==> src/rtl/sys_bridge_n_if.sv <==
`default_nettype none
// ============================================================================
//  Module   : sys_bridge_n_if
//  Brief    : CPU-side and device-side signal bundle of the system-bus bridge.
//  Revision : 1.0 - initial release
// ============================================================================
interface sys_bridge_n_if #(
  parameter int N_DEV = 2
);
  logic                  PrReq;
  logic                  PrWE;
  logic [31:0]           PrAddr;
  logic [31:0]           PrWD;
  logic [31:0]           PrRD;
  logic                  PrReady;
  logic                  PrErr;
  logic [31:0]           DEV_Addr;
  logic [31:0]           DEV_WD;
  logic [N_DEV-1:0]      DEV_Sel;
  logic [N_DEV-1:0]      DEV_We;
  logic [32*N_DEV-1:0]   DEV_RD;
  logic [N_DEV-1:0]      DEV_Ack;
  logic [N_DEV-1:0]      DEV_Irq;
  logic [5:0]            HWInt;

  // Bridge view: receives CPU requests and device responses.
  modport slave (
    input  PrReq, PrWE, PrAddr, PrWD, DEV_RD, DEV_Ack, DEV_Irq,
    output PrRD, PrReady, PrErr, DEV_Addr, DEV_WD, DEV_Sel, DEV_We, HWInt
  );

  // Environment view: CPU plus the attached peripherals.
  modport master (
    output PrReq, PrWE, PrAddr, PrWD, DEV_RD, DEV_Ack, DEV_Irq,
    input  PrRD, PrReady, PrErr, DEV_Addr, DEV_WD, DEV_Sel, DEV_We, HWInt
  );
endinterface
`default_nettype wire

==> src/rtl/sys_bridge_n.sv <==
`default_nettype none
// ============================================================================
//  Module   : sys_bridge_n
//  Brief    : CPU-to-peripheral bridge: window decode, ack/timeout handshake,
//             registered read data and 2-flop interrupt synchronisers.
//  Revision : 1.0 - initial release
// ============================================================================
module sys_bridge_n #(
  parameter int          N_DEV      = 2,
  parameter logic [31:0] BASE_ADDR  = 32'h0000_7F00,
  parameter logic [31:0] STRIDE     = 32'h10,
  parameter int          WIN_BITS   = 4,
  parameter int          TIMEOUT    = 15,
  parameter logic [31:0] DEFAULT_RD = 32'h0
) (
  input  logic           clk,
  input  logic           reset,
  sys_bridge_n_if.slave  bus
);

  localparam int         c_IDX_W   = (N_DEV > 1) ? $clog2(N_DEV) : 1;
  localparam logic [7:0] c_TO_LAST = 8'(TIMEOUT - 1);

  typedef enum logic [1:0] {
    IDLE   = 2'd0,
    ACCESS = 2'd1,
    DONE   = 2'd2
  } state_t;

  state_t              r_state;
  logic [7:0]          r_cnt;
  logic [c_IDX_W-1:0]  r_idx;
  logic [N_DEV-1:0]    r_irqMeta;
  logic [N_DEV-1:0]    r_irqSync;

  logic                w_hit;
  logic [c_IDX_W-1:0]  w_hitIdx;
  logic [N_DEV-1:0]    w_hitOneHot;
  logic                w_ack;
  logic [31:0]         w_devRd;

  function automatic logic [31:0] winBase(input int idx);
    return BASE_ADDR + STRIDE * 32'(idx);
  endfunction

  // Scan from the top index down so the lowest matching window wins.
  always_comb begin
    logic [31:0] base;
    w_hit    = 1'b0;
    w_hitIdx = '0;
    base     = '0;
    for (int i = N_DEV - 1; i >= 0; i--) begin
      base = winBase(i);
      if (bus.PrAddr[31:WIN_BITS] == base[31:WIN_BITS]) begin
        w_hit    = 1'b1;
        w_hitIdx = c_IDX_W'(i);
      end
    end
  end

  assign w_hitOneHot = N_DEV'(1) << w_hitIdx;
  assign w_ack       = bus.DEV_Ack[r_idx];
  assign w_devRd     = bus.DEV_RD[r_idx*32 +: 32];

  always_ff @(posedge clk or posedge reset) begin
    if (reset) begin
      r_state      <= IDLE;
      r_cnt        <= '0;
      r_idx        <= '0;
      bus.PrRD     <= '0;
      bus.PrReady  <= 1'b0;
      bus.PrErr    <= 1'b0;
      bus.DEV_Addr <= '0;
      bus.DEV_WD   <= '0;
      bus.DEV_Sel  <= '0;
      bus.DEV_We   <= '0;
    end else begin
      case (r_state)
        IDLE: begin
          if (bus.PrReq) begin
            bus.DEV_Addr <= bus.PrAddr;
            bus.DEV_WD   <= bus.PrWD;
            r_idx        <= w_hitIdx;
            r_cnt        <= '0;
            if (w_hit) begin
              r_state     <= ACCESS;
              bus.DEV_Sel <= w_hitOneHot;
              bus.DEV_We  <= bus.PrWE ? w_hitOneHot : '0;
            end else begin
              r_state     <= DONE;
              bus.PrRD    <= DEFAULT_RD;
              bus.PrErr   <= 1'b1;
              bus.PrReady <= 1'b1;
            end
          end
        end
        ACCESS: begin
          // An ack on the final timeout cycle still completes normally.
          if (w_ack) begin
            r_state     <= DONE;
            bus.PrRD    <= w_devRd;
            bus.PrErr   <= 1'b0;
            bus.PrReady <= 1'b1;
            bus.DEV_Sel <= '0;
            bus.DEV_We  <= '0;
          end else if (r_cnt == c_TO_LAST) begin
            r_state     <= DONE;
            bus.PrRD    <= DEFAULT_RD;
            bus.PrErr   <= 1'b1;
            bus.PrReady <= 1'b1;
            bus.DEV_Sel <= '0;
            bus.DEV_We  <= '0;
          end else begin
            r_cnt <= r_cnt + 8'd1;
          end
        end
        DONE: begin
          r_state     <= IDLE;
          bus.PrReady <= 1'b0;
        end
        default: begin
          r_state     <= IDLE;
          bus.PrReady <= 1'b0;
          bus.DEV_Sel <= '0;
          bus.DEV_We  <= '0;
        end
      endcase
    end
  end

  always_ff @(posedge clk or posedge reset) begin
    if (reset) begin
      r_irqMeta <= '0;
      r_irqSync <= '0;
    end else begin
      r_irqMeta <= bus.DEV_Irq;
      r_irqSync <= r_irqMeta;
    end
  end

  generate
    if (N_DEV < 6) begin : g_hwIntPad
      assign bus.HWInt = {{(6 - N_DEV){1'b0}}, r_irqSync};
    end else begin : g_hwIntFull
      assign bus.HWInt = r_irqSync;
    end
  endgenerate

endmodule
`default_nettype wire
==> src/flat_wrapper.sv <==
// flat-port wrapper written by rule: the top's interface ports become plain ports
module sys_bridge_n_flat 
#(
  parameter int          N_DEV      = 2,
  parameter logic [31:0] BASE_ADDR  = 32'h0000_7F00,
  parameter logic [31:0] STRIDE     = 32'h10,
  parameter int          WIN_BITS   = 4,
  parameter int          TIMEOUT    = 15,
  parameter logic [31:0] DEFAULT_RD = 32'h0
)
  (clk, reset, bus_PrReq, bus_PrWE, bus_PrAddr, bus_PrWD, bus_DEV_RD, bus_DEV_Ack, bus_DEV_Irq, bus_PrRD, bus_PrReady, bus_PrErr, bus_DEV_Addr, bus_DEV_WD, bus_DEV_Sel, bus_DEV_We, bus_HWInt);
  sys_bridge_n_if #(.N_DEV(N_DEV)) bus_i ();
  input  logic clk;
  input  logic reset;
  input wire logic [$bits(bus_i.PrReq)-1:0] bus_PrReq;
  input wire logic [$bits(bus_i.PrWE)-1:0] bus_PrWE;
  input wire logic [$bits(bus_i.PrAddr)-1:0] bus_PrAddr;
  input wire logic [$bits(bus_i.PrWD)-1:0] bus_PrWD;
  input wire logic [$bits(bus_i.DEV_RD)-1:0] bus_DEV_RD;
  input wire logic [$bits(bus_i.DEV_Ack)-1:0] bus_DEV_Ack;
  input wire logic [$bits(bus_i.DEV_Irq)-1:0] bus_DEV_Irq;
  output wire logic [$bits(bus_i.PrRD)-1:0] bus_PrRD;
  output wire logic [$bits(bus_i.PrReady)-1:0] bus_PrReady;
  output wire logic [$bits(bus_i.PrErr)-1:0] bus_PrErr;
  output wire logic [$bits(bus_i.DEV_Addr)-1:0] bus_DEV_Addr;
  output wire logic [$bits(bus_i.DEV_WD)-1:0] bus_DEV_WD;
  output wire logic [$bits(bus_i.DEV_Sel)-1:0] bus_DEV_Sel;
  output wire logic [$bits(bus_i.DEV_We)-1:0] bus_DEV_We;
  output wire logic [$bits(bus_i.HWInt)-1:0] bus_HWInt;
  assign bus_i.PrReq = bus_PrReq;
  assign bus_i.PrWE = bus_PrWE;
  assign bus_i.PrAddr = bus_PrAddr;
  assign bus_i.PrWD = bus_PrWD;
  assign bus_i.DEV_RD = bus_DEV_RD;
  assign bus_i.DEV_Ack = bus_DEV_Ack;
  assign bus_i.DEV_Irq = bus_DEV_Irq;
  assign bus_PrRD = bus_i.PrRD;
  assign bus_PrReady = bus_i.PrReady;
  assign bus_PrErr = bus_i.PrErr;
  assign bus_DEV_Addr = bus_i.DEV_Addr;
  assign bus_DEV_WD = bus_i.DEV_WD;
  assign bus_DEV_Sel = bus_i.DEV_Sel;
  assign bus_DEV_We = bus_i.DEV_We;
  assign bus_HWInt = bus_i.HWInt;
  sys_bridge_n #(.N_DEV(N_DEV), .BASE_ADDR(BASE_ADDR), .STRIDE(STRIDE), .WIN_BITS(WIN_BITS), .TIMEOUT(TIMEOUT), .DEFAULT_RD(DEFAULT_RD)) u_core (.clk(clk), .reset(reset), .bus(bus_i));
endmodule
==> config.mk <==
export PLATFORM = sky130hd
export DESIGN_NAME = sys_bridge_n_flat
export DESIGN_NICKNAME = d
export VERILOG_FILES = /design/src/rtl/sys_bridge_n_if.sv /design/src/rtl/sys_bridge_n.sv /design/src/flat_wrapper.sv
export SDC_FILE = /design/constraint.sdc
export NUM_CORES = 1
export LEC_CHECK = 0
export ABC_AREA = 1
export CORE_MARGIN = 8
export CORE_UTILIZATION = 25
export CTS_CLUSTER_SIZE = 40
export DETAILED_ROUTE_END_ITERATION = 6
export GPL_ROUTABILITY_DRIVEN = 0
export HOLD_SLACK_MARGIN = 0.15
export SLEW_MARGIN = 5
export SYNTH_ARGS = -nofsm -noshare
export SYNTH_HDL_FRONTEND = slang
export SYNTH_SLANG_ARGS = --single-unit
==> constraint.sdc <==
create_clock -name clk -period 3.8 [get_ports clk]
set_input_delay 0.57 -clock clk [delete_from_list [all_inputs] [get_ports clk]]
set_output_delay 0.57 -clock clk [all_outputs]
set_load 0.03 [all_outputs]
# Yosys cells after proc, flatten, opt, wreduce, memory -nomap -nowiden
# Index checks and enable logic that the tools add are counted.
[totals]
wordCells = 71
n_memories = 0
mem_bits_ro = 0
output_inout_bits = 108
ramBits = 0
reg_bits = 117
latchBits = 0
[classes]
n_bitwise = 1
n_eq_ne = 11
n_mux = 35
n_addsub = 1
n_shift = 2
reduce_logical = 8
n_mul = 0
div_mod_pow = 0
n_lt_le_gt_ge = 1
[ops]
columns = ["operator", "n"]
rows = [
  ["$mux 32", 4],
  ["$pmux 32 s2", 1],
  ["$shiftx 64x7->32", 1],
  ["$eq 28x11->1 const B", 2],
  ["$mux 8", 3],
  ["$mux 2", 11],
  ["$pmux 8 s2", 1],
  ["$pmux 2 s3", 2],
  ["$reduce_and 4->1", 3],
  ["$mux 1", 10],
  ["$add 8x1->8 const B", 1],
  ["$eq 8x4->1 const B", 1],
  ["$ne 2x2->1 const B", 4],
  ["$pmux 1 s2", 2],
  ["$pmux 2 s2", 1],
  ["$reduce_and 2->1", 2],
  ["$ne 3x1->1 const B", 1],
  ["$reduce_and 3->1", 1],
  ["$eq 2x1->1 const B", 1],
  ["$eq 2x2->1 const B", 1],
  ["$logic_not 2->1", 1],
  ["$lt 1x2->1 const B", 1],
  ["$ne 2x1->1 const B", 1],
  ["$reduce_bool 2->1", 1],
  ["other kinds (2)", 2],
]

# Longest topological paths before layout
[logic_depth]
word_depth = 8
ltp_mapped = 12
depth_no_buf = 11

# Worst setup path after synthesis
# Ideal clock, no wire load.
[synth_timing]
kind = "input-to-reg"
startpoint = "input bus_PrAddr[20]"
endpoint = "register u_core.bus.PrRD[0]"
required_ps = 3717
arrival_ps = 1504
path_buffers = 1
cell_stages = 10
setup_time_ps = 83
slack_ps = 2214
cell_sequence = "inv_1 > nand2_1 > nor2_1 > nand2_1 > nor2_1 > nand3_1 > nand2_4 > buf_6 > nand2_1 > o21ai_0"
[synth_via]
elab_chain_cells = 5
elab_cells_between_ends = 6
cone_classes = "eq/ne (3); mux (2); reduce/logical (1)"
[synth_rtl]
columns = ["item", "line_no", "text"]
rows = [
  ["from (decl)", "flat_wrapper.sv:17", "input wire logic [$bits(bus_i.PrAddr)-1:0] bus_PrAddr;"],
  ["$eq 28x11->1", "sys_bridge_n.sv:54", "if (bus.PrAddr[31:WIN_BITS] == base[31:WIN_BITS]) begin"],
  ["$mux 1", "sys_bridge_n.sv:54", ""],
  ["$mux 1 *", "sys_bridge_n.sv:54", ""],
  ["$ne 2x2->1 (no line) *", "--", ""],
  ["$reduce_and 4->1 (no line) *", "--", ""],
  ["to (signal assigned)", "sys_bridge_n.sv:101", "bus.PrRD <= w_devRd;"],
  ["to (decl)", "sys_bridge_n_if.sv:29", "output PrRD, PrReady, PrErr, DEV_Addr, DEV_WD, DEV_Sel, DEV_We, HWInt"],
]
# Every way passes the cells marked *; elsewhere a longest branch is shown, timed or not.
# A chain may end at the register's enable or synchronous reset.

# Worst setup path in the final report
[layout_timing]
startpoint = "register u_core.r_idx"
endpoint = "register u_core.bus.PrRD[12]"
[layout_via]
elab_chain_cells = 4
elab_cells_between_ends = 7
cone_classes = "eq/ne (1); shift (1); mux (4); reduce/logical (1)"
[layout_rtl]
columns = ["item", "line_no", "text"]
rows = [
  ["from (decl)", "sys_bridge_n.sv:32", "logic [c_IDX_W-1:0] r_idx;"],
  ["from (signal assigned)", "sys_bridge_n.sv:83", "r_idx <= w_hitIdx;"],
  ["branches (longest 4 deep; another with $shiftx 64x7->32)", "--", ""],
]
# Parallel ways; which one is timed is not known. The select of a mux whose other input is x is not followed.

==> summary.txt <==
Yosys
  – Mapped Cells: 585
  – Yosys warnings: 0
  – Number of synthesized register bits: 117
  – Yosys top cell area share: 57.1%
  – Cell with the most instances after synthesis: nand2_1
  – Cell taking the most area after synthesis: dfrtp_1
  – Synth Flop Type: dfrtp_1
  – EDFF count, synth: 0
  – Main area contributors after synthesis: dfrtp_1 (57%), nand2_1 (18%), mux2i_1 (6.3%)
  – Most instantiated cells after synthesis: nand2_1 (244), dfrtp_1 (117), o21ai_0 (46)
  – Cell variety after synth: 28
  – Post-synthesis sequential area ratio: 57.1%
  – Syn_area_per_cell: 8.76 um^2
  – Ys async rst share: 100%
  – Synth Cell Area: 5120 um^2

Global route
  – Met2 Use GR: 23.3%
  – Number of global-route vias before repair: 4696
  – First-pass GRT wire length: 26300 um
  – Met1 GRT Util: 14.2%
  – Largest net degree at the start of global routing: 77
  – Gr usage total: 13.1%
  – Initial antenna violation count: 1
  – GRT Residual Overflow: 0
  – Met3 Use GR: 4.83%
  – Top Usage Layer GRT: met2

Critical path
  – WP depth: 7
  – Worst Setup End Kind: flip-flop
  – WP data arrival: 2.62 ns
  – Crit Path Class: reg2reg
  – Worst Reg-to-Reg Cells: 7
  – Worst setup SP type: flip-flop
  – Worst Setup EP: u_core.bus.PrRD[12]$_DFFE_PP0P_
  – CP max-delay cell: dfrtp_2
  – Cell Chain, Critical Path: buf_4 -> nand2_1 -> nand2_1 -> inv_1 -> nor2_1 -> inv_1 -> o21ai_0
  – R2r endpoint: u_core.bus.PrRD[12]$_DFFE_PP0P_
  – Data required, critical path: 4.11 ns
  – Max FO, Critical Path: 32
  – Crit path from: u_core.r_idx$_DFFE_PP0P_
  – Max incr delay on CP: 0.61 ns
  – Critical register-to-register path startpoint: u_core.r_idx$_DFFE_PP0P_
  – Worst R2R Setup Slack: 1.49 ns
  – Crit path buf inv count: 3
  – CP top delay family: buffers and inverters

Timing
  – Tightest Pin Transition: 0.945 ns
  – Final Cycle Share: 60.8%
  – WHS: 0.353 ns
  – Setup TNS: 0 ns
  – Min cycle time layout: 2.31 ns
  – Rel. slew slack: 36.9%
  – Max Slew Vio Count: 0
  – RSZ-0062 raised after global routing: no
  – Clock skew: 0.00506 ns
  – Fmax: 0.433 GHz
  – Hold Vio Cnt, Final: 0
  – Final setup violation count: 0

Clock tree
  – Post_cts resized: 0
  – Clock Tree Root: clkbuf_16
  – Clock sinks: 117
  – Post-CTS Setup Inserts: 0
  – H-tree Lvls: 4
  – TritonCTS clock tree: built
  – Clk_lat worst skew: 0.41 ns
  – Worst-path clk slew: 0.05 ns
  – Longest Clk Path Bufs: 2
  – CTS Buf Count: 17
  – Hold buffers post-CTS: 0

Layout
  – Nets: 961
  – Cell area after layout: 8420 um^2
  – Fin cells: 1105
  – Final core utilization: 41.7%
  – Share of cells above drive strength 1: 5.64%
  – Area Overhead vs Synth: 64.2%

Power
  – P per Cell Area: 689 nW/um^2
  – P_leak: 3.83 nW
  – Maximum vdd drop: 0.000352 V

Die
  – Die Width: 159 um
  – Die height: 159 um
  – Core Area: 20200 um^2
  – Die area: 25300 um^2
  – Starting Density: 25.4%
  – Cell Rows: 52
  – I/O pin total: 244

Placement
  – DP Area: 7770 um^2
  – Port bufs: 239
  – Placed Cells: 1074
  – Hpwl dp: 12400 um

Job
  – Max Cap Violations: 0

Status
  – Status: complete, no violations

Route
  – TritonRoute pass-1 iters: 6
  – Post-DR vias/cell: 4.08
  – DR WL/cell: 15.1 um
  – Via count: 4503
  – Final ANT Viol Nets: 0
  – DRC: 0
  – WL final: 16700 um
  – Starting DRT DRC Count: 247

Worst hold path
  – Hold Path Class: reg2reg
  – Hold Startpoint: u_core.r_irqMeta[0]$_DFF_PP0_
## worst min path at each step
stage	cells past startpoint	endpoint	slack [ns]
floorplan	0	u_core.r_irqSync[0]$_DFF_PP0_	0.33
global placement	0	u_core.r_irqSync[1]$_DFF_PP0_	0.33
detailed placement	0	u_core.r_irqSync[0]$_DFF_PP0_	0.34
CTS	0	u_core.r_irqSync[0]$_DFF_PP0_	0.35
global route	0	u_core.r_irqSync[0]$_DFF_PP0_	0.37
finish	0	u_core.r_irqSync[0]$_DFF_PP0_	0.35
## state kept, by name, summed over array words and instances (netlist names)
register             count
u_core.bus.DEV_Addr     32
u_core.bus.DEV_Sel       2
u_core.bus.DEV_WD       32
u_core.bus.DEV_We        2
u_core.bus.PrErr         1
u_core.bus.PrRD         32
u_core.bus.PrReady       1
u_core.r_cnt             8
u_core.r_idx             1
u_core.r_irqMeta         2
u_core.r_irqSync         2
u_core.r_state           2
## layer usage
| layer | share of wire [%] | vias to the layer above |
|---|---|---|
| met5 | 0 | - |
| met4 | 1.6 | 0 |
| met3 | 6.1 | 14 |
| met2 | 52 | 123 |
| met1 | 41 | 2068 |
| li1 | - | 2298 |
## cell usage in the layout, fill, tap and decap left out
cell / n
nand2_1: 243
clkdlybuf4s50_1: 239
dfrtp_1: 116
o21ai_0: 46
inv_1: 39
mux2i_1: 32
nor2_1: 29
clkbuf_16: 17
nand3_1: 11
o21ai_1: 8
o31ai_1: 5
bufinv_16: 5
buf_4: 5
conb_1: 4
clkinv_2: 4
nand2_2: 3
xor2_1: 3
nand4_1: 3
clkbuf_8: 3
inv_2: 2
a21oi_1: 2
ha_1: 2
diode_2: 1
clkinv_1: 1
nor2_4: 1
xnor2_1: 1
nor3b_1: 1
nor2_2: 1
nand3_2: 1
o21bai_1: 1
nand2_4: 1
inv_4: 1
nand3b_1: 1
clkinvlp_4: 1
buf_12: 1
dfrtp_2: 1
## cell families after synthesis
group	share of synthesized area, %
AOI/OAI and AO/OA	6.35
xor gates and xnor gates	0.684
adders and majority gates	0.488
buffers and inverters	6.30
DFF	57.1
muxes	6.25
other	0.0732
and+or+nand+nor	22.7
## through the flow
step / total power [mW] / setup WS [ns]
after floorplan: 3.05 / 0.129
after global placement: 4.07 / 1.30
after detailed placement: 4.09 / 1.27
after CTS: 5.89 / 1.39
after global routing: 6.09 / 1.26
final: 5.80 / 1.49
## cell type report
class	count	area (um^2)
Clock buffer	20	467
Clock inverter	10	178
Sequential cell	117	2930
Antenna cell	1	2.50
Multi-Input combinational cell	399	1890
Tap cell	270	338
Timing Repair Buffer	245	2450
Fill cell	2028	11800
Inverter	43	164
## where the power goes
| group | internal, mW | leakage, nW | switching [mW] | total, mW |
|---|---|---|---|---|
| logic | 0.887 | 2.01 | 1.36 | 2.25 |
| clock network | 1.20 | 0.318 | 0.564 | 1.77 |
| registers | 1.60 | 1.51 | 0.188 | 1.79 |
Power figures use the tool's default switching activity.
